--- config.mk ---
export PLATFORM = sky130hd
export DESIGN_NAME = md_issue_queue_flat
export DESIGN_NICKNAME = d
export VERILOG_FILES = /design/src/rtl/md_pkg.sv /design/src/rtl/md_issue_queue_if.sv /design/src/rtl/md_fifo.sv /design/src/rtl/md_issue_queue.sv /design/src/flat_wrapper.sv
export SDC_FILE = /design/constraint.sdc
export NUM_CORES = 1
export LEC_CHECK = 0
export CAP_MARGIN = 20
export CORE_ASPECT_RATIO = 0.9
export CORE_MARGIN = 10
export CORE_UTILIZATION = 49
export CTS_CLUSTER_DIAMETER = 30
export DETAILED_ROUTE_END_ITERATION = 8
export HOLD_SLACK_MARGIN = 0.1
export MAX_ROUTING_LAYER = met4
export PLACE_DENSITY = 0.8
export SKIP_LAST_GASP = 1
export SYNTH_ARGS = -nofsm -noshare
export SYNTH_HDL_FRONTEND = slang
export SYNTH_SLANG_ARGS = --single-unit
--- constraint.sdc ---
create_clock -name clk -period 4.8 [get_ports clk]
set_clock_uncertainty 0.15 [all_clocks]
set_input_delay 0.48 -clock clk [delete_from_list [all_inputs] [get_ports clk]]
set_output_delay 0.48 -clock clk [all_outputs]
set_load 0.01 [all_outputs]
--- src/rtl/md_pkg.sv ---
// md_pkg: op codes, queue entry type and defaults shared by the issue queue and multiply/divide unit
package md_pkg;

    localparam int MD_DEPTH = 2;

    typedef enum logic [2:0] {
        OP_NONE  = 3'b000,
        OP_MULT  = 3'b001,
        OP_MULTU = 3'b010,
        OP_DIV   = 3'b011,
        OP_DIVU  = 3'b100,
        OP_MTHI  = 3'b101,
        OP_MTLO  = 3'b110
    } md_op_e;

    typedef struct packed {
        logic [2:0]  op;
        logic [31:0] a;
        logic [31:0] b;
    } md_entry_t;

    function automatic logic is_md_op(input logic [2:0] op);
        return op >= OP_MULT && op <= OP_MTLO;
    endfunction

    function automatic logic is_arith_op(input logic [2:0] op);
        return op >= OP_MULT && op <= OP_DIVU;
    endfunction

endpackage

--- src/rtl/md_issue_queue_if.sv ---
// md_issue_queue_if: E-stage request side and multiply/divide unit side of the issue queue
interface md_issue_queue_if;
    logic        in_valid;
    logic [2:0]  in_op;
    logic [31:0] in_a;
    logic [31:0] in_b;
    logic        in_ready;
    logic        rd_req;
    logic        rd_stall;
    logic        md_busy;
    logic        md_start;
    logic [2:0]  md_way;
    logic [31:0] md_w1;
    logic [31:0] md_w2;
    logic        md_HIw;
    logic        md_LOw;

    modport master (
        output in_valid, in_op, in_a, in_b, rd_req, md_busy,
        input  in_ready, rd_stall, md_start, md_way, md_w1, md_w2, md_HIw, md_LOw
    );

    modport slave (
        input  in_valid, in_op, in_a, in_b, rd_req, md_busy,
        output in_ready, rd_stall, md_start, md_way, md_w1, md_w2, md_HIw, md_LOw
    );
endinterface

--- src/rtl/md_fifo.sv ---
// md_fifo: entry storage with wrapping pointers and occupancy count
module md_fifo
    import md_pkg::*;
#(
    parameter int DEPTH = MD_DEPTH
) (
    input  logic                   clk,
    input  logic                   reset,
    input  logic                   i_push,
    input  logic                   i_pop,
    input  md_entry_t              i_data,
    output md_entry_t              o_head,
    output logic [$clog2(DEPTH):0] o_count
);
    localparam int AW = $clog2(DEPTH);

    md_entry_t      r_mem [DEPTH];
    logic [AW-1:0]  r_wr;
    logic [AW-1:0]  r_rd;
    logic [AW:0]    r_count;
    logic           w_push;
    logic           w_pop;

    assign w_push  = i_push && r_count != (AW+1)'(DEPTH);
    assign w_pop   = i_pop && r_count != '0;
    assign o_head  = r_mem[r_rd];
    assign o_count = r_count;

    // store pushed entry at the write pointer
    always_ff @(posedge clk) begin
        if (w_push) r_mem[r_wr] <= i_data;
    end

    // pointers wrap naturally at DEPTH; count tracks push minus pop
    always_ff @(posedge clk) begin
        if (!reset) begin
            r_wr    <= '0;
            r_rd    <= '0;
            r_count <= '0;
        end else begin
            if (w_push) r_wr <= r_wr + AW'(1);
            if (w_pop) r_rd <= r_rd + AW'(1);
            r_count <= r_count + (AW+1)'(w_push) - (AW+1)'(w_pop);
        end
    end
endmodule

--- src/rtl/md_issue_queue.sv ---
// md_issue_queue: buffers mult/div/mthi/mtlo ops and issues them one at a time to the multiply/divide unit
module md_issue_queue
    import md_pkg::*;
#(
    parameter int DEPTH = MD_DEPTH
) (
    input logic             clk,
    input logic             reset,
    md_issue_queue_if.slave bus
);
    localparam int CW = $clog2(DEPTH) + 1;

    logic [CW-1:0] w_count;
    md_entry_t     w_head;
    md_entry_t     w_in;
    logic          w_push;
    logic          w_issue;
    logic          w_arith;
    logic          r_issued_last;

    assign w_in    = '{op: bus.in_op, a: bus.in_a, b: bus.in_b};
    assign w_push  = bus.in_valid && bus.in_ready && is_md_op(bus.in_op);
    assign w_issue = w_count != '0 && !bus.md_busy && !r_issued_last;
    assign w_arith = is_arith_op(w_head.op);

    md_fifo #(.DEPTH(DEPTH)) u_fifo (
        .clk     (clk),
        .reset   (reset),
        .i_push  (w_push),
        .i_pop   (w_issue),
        .i_data  (w_in),
        .o_head  (w_head),
        .o_count (w_count)
    );

    // busy from the unit lags its start by a cycle; block issue during that gap
    always_ff @(posedge clk) begin
        if (!reset) r_issued_last <= 1'b0;
        else r_issued_last <= w_issue;
    end

    // issue strobes and operands straight from the head entry, zero when idle
    always_comb begin
        bus.in_ready = w_count != CW'(DEPTH);
        bus.rd_stall = bus.rd_req && (w_count != '0 || bus.md_busy || r_issued_last);
        bus.md_start = w_issue && w_arith;
        bus.md_way   = (w_issue && w_arith) ? w_head.op : 3'b000;
        bus.md_HIw   = w_issue && w_head.op == OP_MTHI;
        bus.md_LOw   = w_issue && w_head.op == OP_MTLO;
        bus.md_w1    = w_issue ? w_head.a : 32'd0;
        bus.md_w2    = (w_issue && w_arith) ? w_head.b : 32'd0;
    end
endmodule

--- src/flat_wrapper.sv ---
// flat-port wrapper written by rule: the top's interface ports become plain ports
module md_issue_queue_flat import md_pkg::*;
#(
    parameter int DEPTH = MD_DEPTH
)
  (clk, reset, bus_in_valid, bus_in_op, bus_in_a, bus_in_b, bus_rd_req, bus_md_busy, bus_in_ready, bus_rd_stall, bus_md_start, bus_md_way, bus_md_w1, bus_md_w2, bus_md_HIw, bus_md_LOw);
  md_issue_queue_if bus_i ();
  input logic clk;
  input logic reset;
  input wire logic [$bits(bus_i.in_valid)-1:0] bus_in_valid;
  input wire logic [$bits(bus_i.in_op)-1:0] bus_in_op;
  input wire logic [$bits(bus_i.in_a)-1:0] bus_in_a;
  input wire logic [$bits(bus_i.in_b)-1:0] bus_in_b;
  input wire logic [$bits(bus_i.rd_req)-1:0] bus_rd_req;
  input wire logic [$bits(bus_i.md_busy)-1:0] bus_md_busy;
  output wire logic [$bits(bus_i.in_ready)-1:0] bus_in_ready;
  output wire logic [$bits(bus_i.rd_stall)-1:0] bus_rd_stall;
  output wire logic [$bits(bus_i.md_start)-1:0] bus_md_start;
  output wire logic [$bits(bus_i.md_way)-1:0] bus_md_way;
  output wire logic [$bits(bus_i.md_w1)-1:0] bus_md_w1;
  output wire logic [$bits(bus_i.md_w2)-1:0] bus_md_w2;
  output wire logic [$bits(bus_i.md_HIw)-1:0] bus_md_HIw;
  output wire logic [$bits(bus_i.md_LOw)-1:0] bus_md_LOw;
  assign bus_i.in_valid = bus_in_valid;
  assign bus_i.in_op = bus_in_op;
  assign bus_i.in_a = bus_in_a;
  assign bus_i.in_b = bus_in_b;
  assign bus_i.rd_req = bus_rd_req;
  assign bus_i.md_busy = bus_md_busy;
  assign bus_in_ready = bus_i.in_ready;
  assign bus_rd_stall = bus_i.rd_stall;
  assign bus_md_start = bus_i.md_start;
  assign bus_md_way = bus_i.md_way;
  assign bus_md_w1 = bus_i.md_w1;
  assign bus_md_w2 = bus_i.md_w2;
  assign bus_md_HIw = bus_i.md_HIw;
  assign bus_md_LOw = bus_i.md_LOw;
  md_issue_queue #(.DEPTH(DEPTH)) u_core (.clk(clk), .reset(reset), .bus(bus_i));
endmodule
-- Yosys cells after proc, flatten, opt, wreduce, memory -nomap -nowiden
Memory sizes are Yosys's and may differ from the RTL's. A register that Yosys moved wholly into a read port is not among the register bits.
Index checks and enable logic that the tools add are counted.
- $add $sub $neg: 4
- equality and inequality tests: 3
- reduce and logical (&&, ||, !) cells: 17
- multiplexer cells: 7
- $lt $le $gt $ge: 4
- operators by type and width (operator ; number):
    $mux W32 ; 2
    $logic_and A1 B1 Y1 ; 12
    $eq A3 B3 Y1 const B ; 2
    $ge A3 B1 Y1 const B ; 2
    $le A3 B3 Y1 const B ; 2
    $mux W1 ; 4
    $mux W3 ; 1
    $add A1 B1 Y1 const B ; 2
    $add A2 B1 Y2 ; 1
    $logic_not A1 Y1 ; 2
    $logic_or A1 B1 Y1 ; 2
    $ne A2 B2 Y1 const B ; 1
    $reduce_bool A2 Y1 ; 1
    $sub A2 B1 Y2 ; 1
- flip-flop bits (word level): 5
- memories: 1
- bits in writable memories: 134
- output and inout bits: 72
- logic and storage cells: 40
- input bits: 72
- memories (name ; depth ; width ; read ports ; clocked after Yosys merged registers in ; wr ports ; line ; text):
    u_core.u_fifo.r_mem ; 2 ; 67 ; 1 ; 1 ; 1 ; md_fifo.sv:17 ; md_entry_t r_mem [DEPTH];

-- Depth between registers and ports, before layout
Gate-level depths: netlist (run 1).
- word-level depth: 6
- gate-level depth with buffers: 10
- mapped depth without buffers: 9

-- Cells and area by module
A second synthesis (run 1) with hierarchy kept.
- cells, all modules: 371
- area total of the unflattened synthesis: 6341.1 µm²
- by module, submodules not included (module ; instances ; seq. area each (µm²) ; area each (µm²) ; cells each):
    md_fifo ; 1 ; 4124.0 ; 5181.2 ; 233
    md_issue_queue ; 1 ; 20.0 ; 1159.9 ; 138

-- Least setup slack after synthesis (run 1)
No wires, ideal clock.
- path type: in2reg
- start: input bus_in_op[1]
- end: memory u_core.u_fifo.r_mem[0][0] in the netlist's numbering, enable pin
- arrival time: 3.666 ns
- stages on the path: 4
- path slack: 0.491 ns
- library setup time: 0.493 ns
- path through: or3_1 > and4_1 > inv_1 > nor2_1
- longest elaborated chain between the ends: 6
- elaborated cells on any way between the ends: 7
- those cells by class: order compare: 2; mux: 2; reduce/logical: 3
- RTL lines (item ; line ; text):
    start, declared ; flat_wrapper.sv:11 ; input wire logic [$bits(bus_i.in_op)-1:0] bus_in_op;
    $ge A3 B1 Y1 / $le A3 B3 Y1 (equally long branches) ; md_pkg.sv:23 ; return op >= OP_MULT && op <= OP_MTLO;
    $logic_and A1 B1 Y1 (*) ; md_pkg.sv:23 ;
    $logic_and A1 B1 Y1 (*) ; md_issue_queue.sv:22 ; assign w_push = bus.in_valid && bus.in_ready && is_md_op(bus.in_op);
    $logic_and A1 B1 Y1 (*) ; md_fifo.sv:24 ; assign w_push = i_push && r_count != (AW+1)'(DEPTH);
    $mux W1 (*) ; md_fifo.sv:31 ; if (w_push) r_mem[r_wr] <= i_data;
    $mux W1 (implied by the code) (*) ; md_fifo.sv:31 ;
    end, declared ; md_fifo.sv:17 ;
Mark *: on every way between the ends. The rest lies on a longest branch, timed or not.

==> results of run 1 <==
-- per-layer routing --
layer | vias up | share of wire, % | global-route usage [%]
met5 | - | 0 | -
met4 | 0 | 0.72 | 5.027
met3 | 8 | 7.2 | 5.433
met2 | 127 | 48 | 24.32
met1 | 1642 | 44 | 18.65
li1 | 1589 | - | -
-- flip-flops by register name (all words and copies together) (netlist names), named ones only --
signal	flops
u_core.u_fifo.r_wr	1
u_core.u_fifo.o_count	2
u_core.u_fifo.r_mem	134
u_core.r_issued_last	1
u_core.u_fifo.r_rd	1
-- power by group through the flow --
stage	combinational [mW]	clock (mW)	sequential [mW]
2_1_floorplan	0.682	0	1.60
3_3_place_gp	1.05	0	1.62
3_5_place_dp	1.09	0	1.63
4_1_cts	1.09	1.28	1.61
5_1_grt	1.16	1.33	1.62
6_report	1.07	1.25	1.61
-- cell families after synthesis --
| logic type | after synthesis |
|---|---|
| DFF | 140 |
| muxes | 69 |
| and+or+nand+nor | 60 |
| AOI/OAI and AO/OA | 38 |
| buffers and inverters | 26 |
| adders and majority gates | 2 |
| xor gates and xnor gates | 1 |
-- final cells by class --
type / count / area, um2 / area share (%)
timing repair buffer: 148 / 1494 / 18.96
sequential: 140 / 4148 / 52.65
clock inverter: 12 / 138.9 / 1.763
inverter: 4 / 15.01 / 0.1906
clock buffer: 20 / 436.7 / 5.543
multi-input combinational: 170 / 1450 / 18.41
tap: 156 / 195.2 / 2.478
-- Yosys cell counts, types with 2 or more instances --
cell	number	share of area [%]
nor3_1	4	0.35
ha_1	2	0.44
dfxtp_1	6	2.1
nand2b_1	2	0.22
a211oi_1	3	0.39
buf_2	9	0.79
inv_1	4	0.26
mux2i_1	67	12
buf_1	3	0.20
a21oi_1	3	0.26
nand2_1	2	0.13
or3_1	3	0.33
a211oi_2	29	6.4
edfxtp_1	134	71
clkbuf_1	6	0.39
or2_2	2	0.22
and2_1	3	0.33
buf_6	4	0.79
nor2_1	39	2.6
-- through the flow --
step	power (mW)	util, %	instances
2_1_floorplan	2.286	-	336
3_5_place_dp	2.718	64.12	618
4_1_cts	3.978	69.17	650
5_1_grt	4.116	69.17	650
3_3_place_gp	2.675	63.94	617
6_report	3.932	69.17	650
-- worst max-delay path, stage by stage, from the launching register on --
cell and delay, ps:
dfxtp_4 550, mux2_4 380, or3_2 890, a211oi_2 350
clkdlybuf4s50_1 600
-- how the worst min path moves through the flow --
stage / cells past startpoint / end / from
detailed placement: 2 / u_core.u_fifo.r_rd$_SDFFE_PN0P_ / u_core.u_fifo.r_rd$_SDFFE_PN0P_
finish: 2 / u_core.u_fifo.r_rd$_SDFFE_PN0P_ / u_core.u_fifo.r_rd$_SDFFE_PN0P_
global route: 2 / u_core.u_fifo.r_rd$_SDFFE_PN0P_ / u_core.u_fifo.r_rd$_SDFFE_PN0P_
CTS: 2 / u_core.u_fifo.r_rd$_SDFFE_PN0P_ / u_core.u_fifo.r_rd$_SDFFE_PN0P_
global placement: 2 / u_core.u_fifo.r_rd$_SDFFE_PN0P_ / u_core.u_fifo.r_rd$_SDFFE_PN0P_
floorplan: 2 / u_core.u_fifo.r_wr$_SDFFE_PN0P_ / u_core.u_fifo.r_wr$_SDFFE_PN0P_
==> flow_metrics.tcl, run 1 <==
set metrics [dict create \
    outcome "complete, no violations" \
    drv_cap 0 \
    dr_total_vias 3366 \
    antenna_cells 0 \
    place_hpwl_um 8369 \
    syn_nets 410 \
    fill_cells 812 \
    r2r_setup_slack_ps 2130 \
    ant_nets 0 \
    drt_iter0_drc 224 \
    grt_pass1_vias 3615 \
    synth_top_family_by_area "multiplexers" \
    antenna_found_initial 0 \
    final_cell_mix "143 x clkdlybuf4s50_1, 134 x edfxtp_1, 67 x mux2i_1" \
    cp_data_required_time_ps 4170 \
    sequentialPowerShare_pct 40.9 \
    via_per_inst 5.178 \
    r2r-end "u_core.u_fifo.o_count[1]$_SDFF_PN0_" \
    layout_worst_path_cycle_share_pct 79.50 \
    power.internal_mw 2.786 \
    clkPwrFrac_pct 31.9 \
    synth_area_um2 5704 \
    path_class "flip-flop to output pin" \
    power_leakage_nw 2.514 \
    finalHoldViolations 0 \
    synthSimpleGateAreaFrac_pct 4.782 \
    cp-endpoint "bus_md_w2[12]" \
    cts_made_buffers 17 \
    insertion_delay_ps 400 \
    drive_above_1_share_pct 14.78 \
    critPathMaxFanout 33 \
    cp-start-kind "flip-flop" \
    postSynthAreaPerCell_um2 16.98 \
    placementRows 37 \
    yosys.area_share.xor_xnor_pct 0.1535 \
    drtPass1Iterations 4 \
    grt_use_total_pct 15.55 \
    setup_ws_ps 984.2 \
    hp-class "flip-flop to flip-flop" \
    slew_violations 0 \
    synth-seq-cells 140 \
    power.switching_mw 1.146 \
    ys_warn_count 0 \
    synthAdderAreaFrac_pct 0.4387 \
    routed_wl_um 12340 \
    rsz0062_at_grt "no" \
    synthCells 336 \
    grt_pass1_wl_um 19300 \
    core_area_um2 11390 \
    ys_types 30 \
    cts_resized 0 \
    critPathArrivalTime_ps 3190 \
    synth_compound_area_share_pct 7.326 \
    combPwrFrac_pct 27.3 \
    async_flop_share_pct 0 \
    initial_utilization_pct 50.09 \
    worstMarginPinSlew_ps 919.0 \
    peakVddDrop_mv 0.2434 \
    max_freq_mhz 262.1 \
    die_h_um 122.4 \
    synth-edff-count 134 \
    clk_pin_slew_ps 60 \
    h-tree-depth 4 \
    final_common_cell "clkdlybuf4s50_1" \
    switching_share_pct 29.16 \
    synth_mux_area_share_pct 12.22 \
    clock-root-buffer "clkbuf_16" \
    rr_worst_depth 9 \
    fin_crit_ps 3816 \
    fin_tns_setup_ps 0 \
    grt_max_degree 71 \
    layout.nets 555 \
    cts_hold_buf 0 \
    endpoint_kind "output pin" \
    overflow 0 \
    dpl-instance-area_um2 7302 \
    timing.hold.ws_ps 362.0 \
    pre_cts_ws_ps 1198 \
    finalSetupViolCount 0 \
    die-width_um 133.7 \
    boundaryPins 144 \
    r2r-start "u_core.u_fifo.o_count[1]$_SDFF_PN0_" \
    post-route-drc-count 0 \
    slew_headroom_pct 38.73 \
    gp_congestion 0.7893 \
    numClockSinks 140 \
    wl_per_cell_um 18.99 \
    cts_tree "done" \
    ys.flop_type "edfxtp_1" \
    p_per_area_nw_per_um2 499.1 \
    area_growth_pct 38.10 \
    post-route-cell-area_um2 7878 \
    dieArea_um2 16360 \
    cts_max_path_buffers 2 \
    port_buffers 143 \
    cts_setup_buffers 0 \
    ys_seq_area_share_pct 72.65 \
]
(Power assumes the default switching activity.)
==> run 2, diff against run 1 <==
--- a/config.mk
+++ b/config.mk
@@ -8,12 +8,12 @@
 export CAP_MARGIN = 20
 export CORE_ASPECT_RATIO = 0.9
 export CORE_MARGIN = 10
-export CORE_UTILIZATION = 49
+export CORE_UTILIZATION = 44
 export CTS_CLUSTER_DIAMETER = 30
 export DETAILED_ROUTE_END_ITERATION = 8
 export HOLD_SLACK_MARGIN = 0.1
 export MAX_ROUTING_LAYER = met4
-export PLACE_DENSITY = 0.8
+export PLACE_DENSITY = 0.76
 export SKIP_LAST_GASP = 1
 export SYNTH_ARGS = -nofsm -noshare
 export SYNTH_HDL_FRONTEND = slang
==> constraint.sdc (replaced) <==
create_clock -name clk -period 3.31 [get_ports clk]
set_clock_uncertainty 0.15 [all_clocks]
set_input_delay 0.331 -clock clk [delete_from_list [all_inputs] [get_ports clk]]
set_output_delay 0.331 -clock clk [all_outputs]
set_load 0.01 [all_outputs]
==> run 2 against run 1 <==
Effect of this change:
- die area is 9.5% higher
- critical endpoint is now bus_md_w2[1]
- sequential power is 42% higher
- non-clock buffer count is 7 higher
- flip-flop and latch count stayed put
- sequential share of layout area is 0.68 points lower
- utilization is 6.3 points lower
- highest routed layer unchanged
- critical path depth is 1 higher
- first-iteration DRC count is 20% lower
- final cell count is 2.3% higher
- global-route usage is 1.1 points lower
==> flow_metrics.tcl, run 2 (same netlist as run 1, synthesis figures left out) <==
set metrics [dict create \
    outcome "complete, no violations" \
    r2r_setup_slack_ps 1140 \
    r2r-end "u_core.u_fifo.o_count[1]$_SDFF_PN0_" \
    cts_setup_buffers 0 \
    cp_data_required_time_ps 2830 \
    timing.hold.ws_ps 348.8 \
    dieArea_um2 17920 \
    ant_nets 0 \
    layout.nets 562 \
    grt_pass1_vias 3613 \
    hp-start "bus_in_b[20]" \
    min_path_cells 1 \
    final_cell_mix "143 x clkdlybuf4s50_1, 134 x edfxtp_1, 67 x mux2i_1" \
    die_h_um 128.0 \
    hp-class "input pin to flip-flop" \
    dp.cells 633 \
    via_per_inst 5.041 \
    endpoint_kind "output pin" \
    final_common_cell "clkdlybuf4s50_1" \
    numClockSinks 140 \
    layout_worst_path_cycle_share_pct 96.31 \
    critPathMaxFanout 33 \
    cts_resized 0 \
    setup_ws_ps 122.1 \
    drv_cap 0 \
    switching_share_pct 28.51 \
    routed-wl-met3_um 761 \
    peakVddDrop_mv 0.4914 \
    routed_wl_um 12580 \
    power_leakage_nw 2.558 \
    cts_hold_buf 0 \
    cp-start-kind "flip-flop" \
    post-route-drc-count 0 \
    grt_pass1_wl_um 19600 \
    clock-root-buffer "clkbuf_16" \
    fin_tns_setup_ps 0 \
    crit_family "buffers and inverters" \
    drtPass1Iterations 4 \
    largest_reg_flops 134 \
    worstMarginPinSlew_ps 680.2 \
    largest_register "u_core.u_fifo.r_mem" \
    insertion_delay_ps 410 \
    critPathArrivalTime_ps 2710 \
    power.switching_mw 1.649 \
    slew_headroom_pct 54.48 \
    combPwrFrac_pct 28.6 \
    dr_total_vias 3352 \
    critPathBufInv 2 \
    die-width_um 140.0 \
    h-tree-depth 4 \
    finalSetupViolCount 0 \
    crit_chain "mux2_4, or3_2, buf_6, a211oi_1, clkdlybuf4s50_1" \
    final-seq-area_um2 4148 \
    utilization_pct 62.90 \
    cts_made_buffers 17 \
    multi_input_area_um2 1451 \
    fill_cells 945 \
    antenna_cells 0 \
    cts_tree "done" \
    wl_met2_um 6292 \
    core_area_um2 12690 \
    slowest_stage "clkdlybuf4s50_1" \
    cts_max_path_buffers 2 \
    rr_worst_depth 9 \
    max_stage_delay_ps 580 \
    path_depth 5 \
    grt_use_total_pct 14.47 \
    top_layer_used "met4" \
    wl_per_cell_um 18.92 \
    port_buffers 143 \
    rsz0062_at_grt "no" \
    place_hpwl_um 8801 \
    p_per_area_nw_per_um2 725.0 \
    sequentialPowerShare_pct 39.6 \
    post-route-cell-area_um2 7980 \
    boundaryPins 144 \
    grt_max_degree 40 \
    power.internal_mw 4.136 \
    dpl-instance-area_um2 7391 \
    clk_pin_slew_ps 50 \
    m1WireLength_um 5374 \
    area_growth_pct 39.90 \
    max_freq_mhz 313.7 \
    r2r-start "u_core.u_fifo.o_count[1]$_SDFF_PN0_" \
    initial_utilization_pct 44.96 \
    overflow 0 \
    clkPwrFrac_pct 31.8 \
    drt_iter0_drc 180 \
    gp_congestion 0.7503 \
    antenna_found_initial 0 \
    fin_crit_ps 3188 \
    drive_above_1_share_pct 15.57 \
    finalHoldViolations 0 \
    instances_no_fill 665 \
    pre_cts_ws_ps 439.1 \
    slew_violations 0 \
    placementRows 39 \
    power_mw 5.786 \
    path_class "flip-flop to output pin" \
    cp-endpoint "bus_md_w2[1]" \
]
run 2: power by group through the flow:
| stage | sequential [mW] | clock (mW) | combinational [mW] |
|---|---|---|---|
| 3_3_place_gp | 2.32 | 0 | 1.65 |
| 4_1_cts | 2.30 | 1.88 | 1.68 |
| 6_report | 2.29 | 1.84 | 1.65 |
| 3_5_place_dp | 2.33 | 0 | 1.67 |
| 5_1_grt | 2.32 | 1.94 | 1.79 |
| 2_1_floorplan | 2.32 | 0 | 0.990 |
run 2: routing by layer:
layer  up-vias  track usage [%]
met4         0            5.097
li1       1600                -
met5         -                -
met3        13            5.074
met1      1629            16.02
met2       110            23.90
run 2: worst min path at each step:
stage                                            to
3_5_place_dp        u_core.u_fifo.r_rd$_SDFFE_PN0P_
6_report       u_core.u_fifo.r_mem[1][20]$_DFFE_PP_
2_1_floorplan   u_core.u_fifo.r_mem[0][0]$_DFFE_PP_
4_1_cts        u_core.u_fifo.r_mem[1][20]$_DFFE_PP_
3_3_place_gp        u_core.u_fifo.r_rd$_SDFFE_PN0P_
5_1_grt        u_core.u_fifo.r_mem[1][20]$_DFFE_PP_
run 2: worst register-to-register path, cell delays in order, from the launching register on:
cell     delay, ps
dfxtp_1        330
or2_2          350
nand2_4        260
inv_1           80
ha_1           270
inv_1           40
ha_1           180
xor2_1         140
and2_1         150
nor3_1         140
run 2: final cells by class:
class                   instances  area share, %
clock buffers                  18          5.378
repair buffers                155          19.79
flip-flops and latches        140          51.98
inverters                       4         0.1881
multi-input cells             170          18.19
clock inverters                14          1.913
well taps                     164          2.571
